==> src/rtl/demux3_8_dispatch.sv <==
// demux3_8_dispatch: registered write-back dispatcher. Accepts one word plus a
// destination code, loads it into that destination's holding register and
// holds the matching load strobe until the consumer acknowledges (or a wait
// limit expires). Code TRAP_SEL is the reserved constant slot: writes there
// are discarded and raise a sticky trap flag.
module demux3_8_dispatch #(
  parameter int DATA_W   = 32,
  parameter int SEL_W    = 3,
  parameter int TRAP_SEL = 7,
  parameter int TIMEOUT  = 16
) (
  input  logic                  clk,
  input  logic                  reset,     // asynchronous, active-low
  input  logic                  in_valid,
  output logic                  in_ready,
  input  logic [SEL_W-1:0]      selector,
  input  logic [DATA_W-1:0]     data_in,
  output logic [DATA_W-1:0]     data_out_0,
  output logic [DATA_W-1:0]     data_out_1,
  output logic [DATA_W-1:0]     data_out_2,
  output logic [DATA_W-1:0]     data_out_3,
  output logic [DATA_W-1:0]     data_out_4,
  output logic [DATA_W-1:0]     data_out_5,
  output logic [DATA_W-1:0]     data_out_6,
  output logic [6:0]            load,
  input  logic [6:0]            ack,
  output logic                  trap,
  output logic                  timeout,
  input  logic                  flag_clr
);

  localparam int NUM_DEST = 7;
  // Wait counter width; a zero TIMEOUT still needs a one-bit counter.
  localparam int CNT_W = (TIMEOUT > 0) ? $clog2(TIMEOUT + 1) : 1;
  localparam logic [SEL_W-1:0] TRAP_CODE = SEL_W'(TRAP_SEL);
  localparam logic [CNT_W-1:0] CNT_LAST  = (TIMEOUT > 0) ? CNT_W'(TIMEOUT - 1) : '0;
  localparam logic [CNT_W-1:0] CNT_MAX   = '1;

  typedef enum logic {
    S_IDLE    = 1'b0,
    S_DELIVER = 1'b1
  } state_t;

  state_t              state_q, state_d;
  logic [CNT_W-1:0]    cnt_q, cnt_d;
  // load_q doubles as the latched destination: it is one-hot on the active
  // destination for the whole delivery, so no separate selector register.
  logic [NUM_DEST-1:0] load_q, load_d;
  logic                in_ready_q, in_ready_d;
  logic                trap_q, trap_d;
  logic                timeout_q, timeout_d;
  logic [NUM_DEST-1:0] data_we;
  logic [DATA_W-1:0]   data_q [NUM_DEST];

  logic accept;
  logic trap_set;
  logic timeout_set;

  // Next-state logic for the dispatch FSM, wait counter and sticky flags.
  always_comb begin
    state_d     = state_q;
    cnt_d       = cnt_q;
    load_d      = load_q;
    in_ready_d  = in_ready_q;
    data_we     = '0;
    trap_set    = 1'b0;
    timeout_set = 1'b0;
    accept      = in_valid & in_ready_q;

    case (state_q)
      S_IDLE: begin
        load_d     = '0;
        in_ready_d = 1'b1;
        if (accept) begin
          if (selector == TRAP_CODE) begin
            // Reserved slot: drop the word, stay ready for another accept.
            trap_set = 1'b1;
          end else if (selector < TRAP_CODE) begin
            state_d    = S_DELIVER;
            cnt_d      = '0;
            in_ready_d = 1'b0;
            for (int k = 0; k < NUM_DEST; k++) begin
              if (selector == SEL_W'(k)) begin
                load_d[k]  = 1'b1;
                data_we[k] = 1'b1;
              end
            end
          end
        end
      end

      S_DELIVER: begin
        in_ready_d = 1'b0;
        if ((ack & load_q) != '0) begin
          // Only the ack bit of the active destination counts; it beats
          // the wait limit on the same edge.
          state_d    = S_IDLE;
          load_d     = '0;
          in_ready_d = 1'b1;
        end else if ((TIMEOUT != 0) && (cnt_q == CNT_LAST)) begin
          // Give up: the undelivered word stays in its holding register.
          state_d     = S_IDLE;
          load_d      = '0;
          in_ready_d  = 1'b1;
          timeout_set = 1'b1;
        end else if (cnt_q != CNT_MAX) begin
          cnt_d = cnt_q + 1'b1;
        end
      end

      default: begin
        state_d    = S_IDLE;
        load_d     = '0;
        in_ready_d = 1'b1;
      end
    endcase

    // Set has priority over a simultaneous clear.
    trap_d    = (trap_q & ~flag_clr) | trap_set;
    timeout_d = (timeout_q & ~flag_clr) | timeout_set;
  end

  // FSM state, strobes, ready and flags; in_ready stays low during reset.
  always_ff @(posedge clk or negedge reset) begin
    if (!reset) begin
      state_q    <= S_IDLE;
      cnt_q      <= '0;
      load_q     <= '0;
      in_ready_q <= 1'b0;
      trap_q     <= 1'b0;
      timeout_q  <= 1'b0;
    end else begin
      state_q    <= state_d;
      cnt_q      <= cnt_d;
      load_q     <= load_d;
      in_ready_q <= in_ready_d;
      trap_q     <= trap_d;
      timeout_q  <= timeout_d;
    end
  end

  // One holding register per destination; written only on its own accept.
  for (genvar gi = 0; gi < NUM_DEST; gi++) begin : g_hold
    logic [DATA_W-1:0] data_d;

    // Hold the current word unless this destination was just selected.
    always_comb begin
      data_d = data_q[gi];
      if (data_we[gi]) begin
        data_d = data_in;
      end
    end

    // Holding register, cleared only by reset.
    always_ff @(posedge clk or negedge reset) begin
      if (!reset) begin
        data_q[gi] <= '0;
      end else begin
        data_q[gi] <= data_d;
      end
    end
  end

  assign in_ready   = in_ready_q;
  assign load       = load_q;
  assign trap       = trap_q;
  assign timeout    = timeout_q;
  assign data_out_0 = data_q[0];
  assign data_out_1 = data_q[1];
  assign data_out_2 = data_q[2];
  assign data_out_3 = data_q[3];
  assign data_out_4 = data_q[4];
  assign data_out_5 = data_q[5];
  assign data_out_6 = data_q[6];

endmodule

==> config.mk <==
export PLATFORM = sky130hd
export DESIGN_NAME = demux3_8_dispatch
export DESIGN_NICKNAME = d
export VERILOG_FILES = /design/src/rtl/demux3_8_dispatch.sv
export SDC_FILE = /design/constraint.sdc
export NUM_CORES = 1
export LEC_CHECK = 0
export ABC_AREA = 1
export CAP_MARGIN = 25
export CORE_AREA = 2 2 138 167
export DETAILED_ROUTE_END_ITERATION = 10
export DIE_AREA = 0 0 140 169
export GPL_TIMING_DRIVEN = 0
export PLACE_DENSITY = 0.75
export SLEW_MARGIN = 20
export SYNTH_ARGS = -nofsm -noshare
export SYNTH_HDL_FRONTEND = slang
export SYNTH_SLANG_ARGS = --single-unit
==> constraint.sdc <==
create_clock -name clk -period 1.7 [get_ports clk]
set_input_delay 0.34 -clock clk [delete_from_list [all_inputs] [get_ports clk]]
set_output_delay 0.34 -clock clk [all_outputs]
set_load 0.005 [all_outputs]
==> impl_metrics.csv <==
group,metric,value,unit
sta,slew_headroom,56.89,%
flow_run,drv_cap,0,
sta,fmax,595.6,MHz
sta,finalHoldViolCount,0,
critical_path,worstPathCellList,"clkdlybuf4s50_1",
sta,tightest_slew,0.6467,ns
synthesis,synth_top_family_by_area,"compound AO/OA/AOI/OAI gates",
synthesis,synth_ff_type,"dfrtp_1",
hold_path,hold_path_class,"in -> async",
routing,wl,28.02,mm
synthesis,synth_nets,913,
cells_and_area,postLayoutCoreUtil,59.47,%
synthesis,synth_edf_count,0,
routing,drt-pass1-iter-count,9,
synthesis,synth_xor_area_share,0,%
routing,vias,7495,
floorplanning,io_pins,280,
synthesis,ys_seq_elements,240,
grt,grt_pass1_vias,7525,
synthesis,ys_warn_count,0,
critical_path,reg2regPathDepth,9,
synthesis,synth_area,9134,µm²
sta,drv_slew,0,
placed_design,post-dp-hpwl,19.47,mm
cells_and_area,layout-drive-gt1-share,13.65,%
critical_path,path_max_fanout,2,
critical_path,crit_buf_inv,1,
synthesis,synthAdderAreaFrac,0.4110,%
placed_design,gp_congestion,0.8224,
grt,grt_antenna_before_repair,0,
critical_path,path_delay_family,"buffers and inverters",
synthesis,synth-seq-area-share,65.75,%
run_status,violations,"DRC",
routing,final_antenna_net_count,0,
critical_path,start_kind,"flop",
routing,vias_per_cell,4.990,
grt,grt_usage,23.40,%
sta,setup_violations,0,
cells_and_area,syn2layout_area_growth,44.21,%
clocking,clockBufferDepth,3,
clocking,clkLatencyLatePin,0.51,ns
critical_path,cpMaxStageDelayCell,"clkdlybuf4s50_1",
floorplanning,die_y,169,µm
synthesis,synthMuxAreaShare,0,%
synthesis,synth_compound_area_share,13.86,%
routing,route.detailed.drc,16,
clocking,cts_max_level,1,
critical_path,cp.depth,1,
clocking,clock_sinks,240,
synthesis,yosysTopAreaCellShare,65.75,%
cells_and_area,n_antenna_cell,0,
clocking,cts_tree,"done",
critical_path,worstSetupEndpointType,"primary output",
critical_path,required,1.36,ns
floorplanning,rows,60,
cells_and_area,multi_input_area,2514,µm²
routing,wire_per_inst,18.65,µm
placed_design,pre_cts_slack,-0.4014,ns
floorplanning,initial_utilization,41.24,%
synthesis,syn_area_per_cell,10.57,µm²
sta,finalClockSkew,0.01174,ns
critical_path,path_class,"reg -> out",
synthesis,postSynth.asyncResetShare,100.0,%
floorplanning,core,22150,µm²
synthesis,synthTopCellsByArea,"dfrtp_1, nand2_1, o21ai_1, buf_6, o21ai_0",
synthesis,synth-simple-area-share,13.11,%
sta,fin_crit,1.679,ns
synthesis,synth_cell_types,22,
clocking,clkTransAtPathRegs,0.06,ns
run_status,status,"finished with violations",
power,power_density,1806,nW/µm²
placed_design,io_buffers,279,
critical_path,slowest_delay,0.50,ns
synthesis,yosysTopAreaCell,"dfrtp_1",
floorplanning,die_width,140,µm
power,p_leak,7.182,nW
critical_path,crit_start,"data_out_6[5]$_DFFE_PN0P_",
cells_and_area,fillCellCount,1940,
power,vdd_ir_drop_max,0.9406,mV
sta,hold_slack,0.4392,ns
grt,grt_max_degree,84,
grt,gr-total-overflow,0,
routing,drtIter0Drc,402,
sta,period_share,98.77,%
clocking,numCtsBuffers,23,
clocking,cts_root_buffer,"clkbuf_16",
sta,rsz0062_at_grt,"yes",
grt,grt_pass1_wl,43.34,mm
sta,fin_ws,0.02093,ns
synthesis,syn_inst,864,
cells_and_area,final_nets,1258,
critical_path,cp.arrival,1.34,ns
cells_and_area,regArea,6006,µm²
floorplanning,dieArea,23660,µm²
critical_path,rr_startpoint,"cnt_q[1]$_DFFE_PN0P_",
cells by family after synthesis:
group,after synthesis
AO/OA/AOI/OAI,228
adder cells (fa/ha/maj),3
buffers and inverters,95
flip-flops,240
AND/OR/NAND/NOR,298
worst paths after layout:
| check | to | slack (ns) |
|---|---|---|
| hold reg to reg | data_out_3[19]$_DFFE_PN0P_ | 0.48 |
| max in group asynchronous | data_out_3[17]$_DFFE_PN0P_ | 0.45 |
| setup reg to reg | cnt_q[1]$_DFFE_PN0P_ | 0.03 |
| setup / recovery | data_out_6[5] | 0.02 |
| hold / removal | timeout$_DFF_PN0_ | 0.44 |
| min in group clk | timeout$_DFF_PN0_ | 0.46 |
Yosys cell counts (3+ instances only):
library cell	number
o21ai_1	134
nor2_1	12
dfrtp_1	240
o21ai_2	29
inv_1	44
nand3_1	14
nand2_1	262
ha_1	3
clkbuf_1	8
nand3_2	6
o21ai_0	62
buf_4	7
buf_6	32
buf_2	3
cells in the final DEF (no fill, tap or decap), drive strengths merged:
cell type      instances
a21oi                  1
dfrtp                240
or2                    1
nand2                263
nand3                 20
o21ai                225
clkdlybuf4s50         45
dlymetal6s2s          11
o22ai                  1
bufinv                 2
o32ai                  1
dlygate4sd3            1
clkbuf                40
nand4                  1
ha                     3
nor2                  13
clkinv                 5
buf                   83
inv                   45
dlygate4sd2          222
power breakdown:
group          switching, mW  internal [mW]
registers               1.50           8.48
clock network           2.14           3.11
logic                   3.87           4.68
total                   7.52           16.3
cell type report:
type                       instances  area share [%]
buffer                            50           3.477
sequential                       240           45.60
timing repair buffer             320           22.03
multi-input combinational        529           19.08
inverter                          45           1.282
clock inverter                     7          0.6460
clock buffer                      32           5.234
tap                              279           2.650
registers in the layout, summed over array words and instances, names as in the netlist, 7 cells and up:
register,count
data_out_0,32
data_out_1,32
data_out_2,32
data_out_3,32
data_out_4,32
data_out_5,32
data_out_6,32
load,7
through the flow:
stage	setup TNS [ns]	power, mW	instance area [µm²]	std cells
after CTS	0	23.89	13100	1498
final	0	23.79	13170	1502
after global placement	-2370.76	19.66	12280	1422
after floorplan	0	12.98	9134	864
after global routing	-0.2221	25.27	13170	1502
after detailed placement	-51.83	19.95	12340	1424
routing by layer:
layer / share of wire [%] / global-route usage [%] / up-vias
met4: 3.2 / 7.993 / 0
li1: - / - / 3515
met3: 6.1 / 4.328 / 56
met2: 51 / 40.57 / 257
met5: 0 / 0 / -
met1: 40 / 29.73 / 3667
what timing repair did:
action                                 CTS  global route
endpoints found under the hold margin   81             0
pin swaps                                1             7
hold buffers                             1             0
buffers inserted                        34             4
cloned                                   0             0
setup endpoints to repair              237            18
resized for setup                      223            16
(Power assumes the default switching activity.)
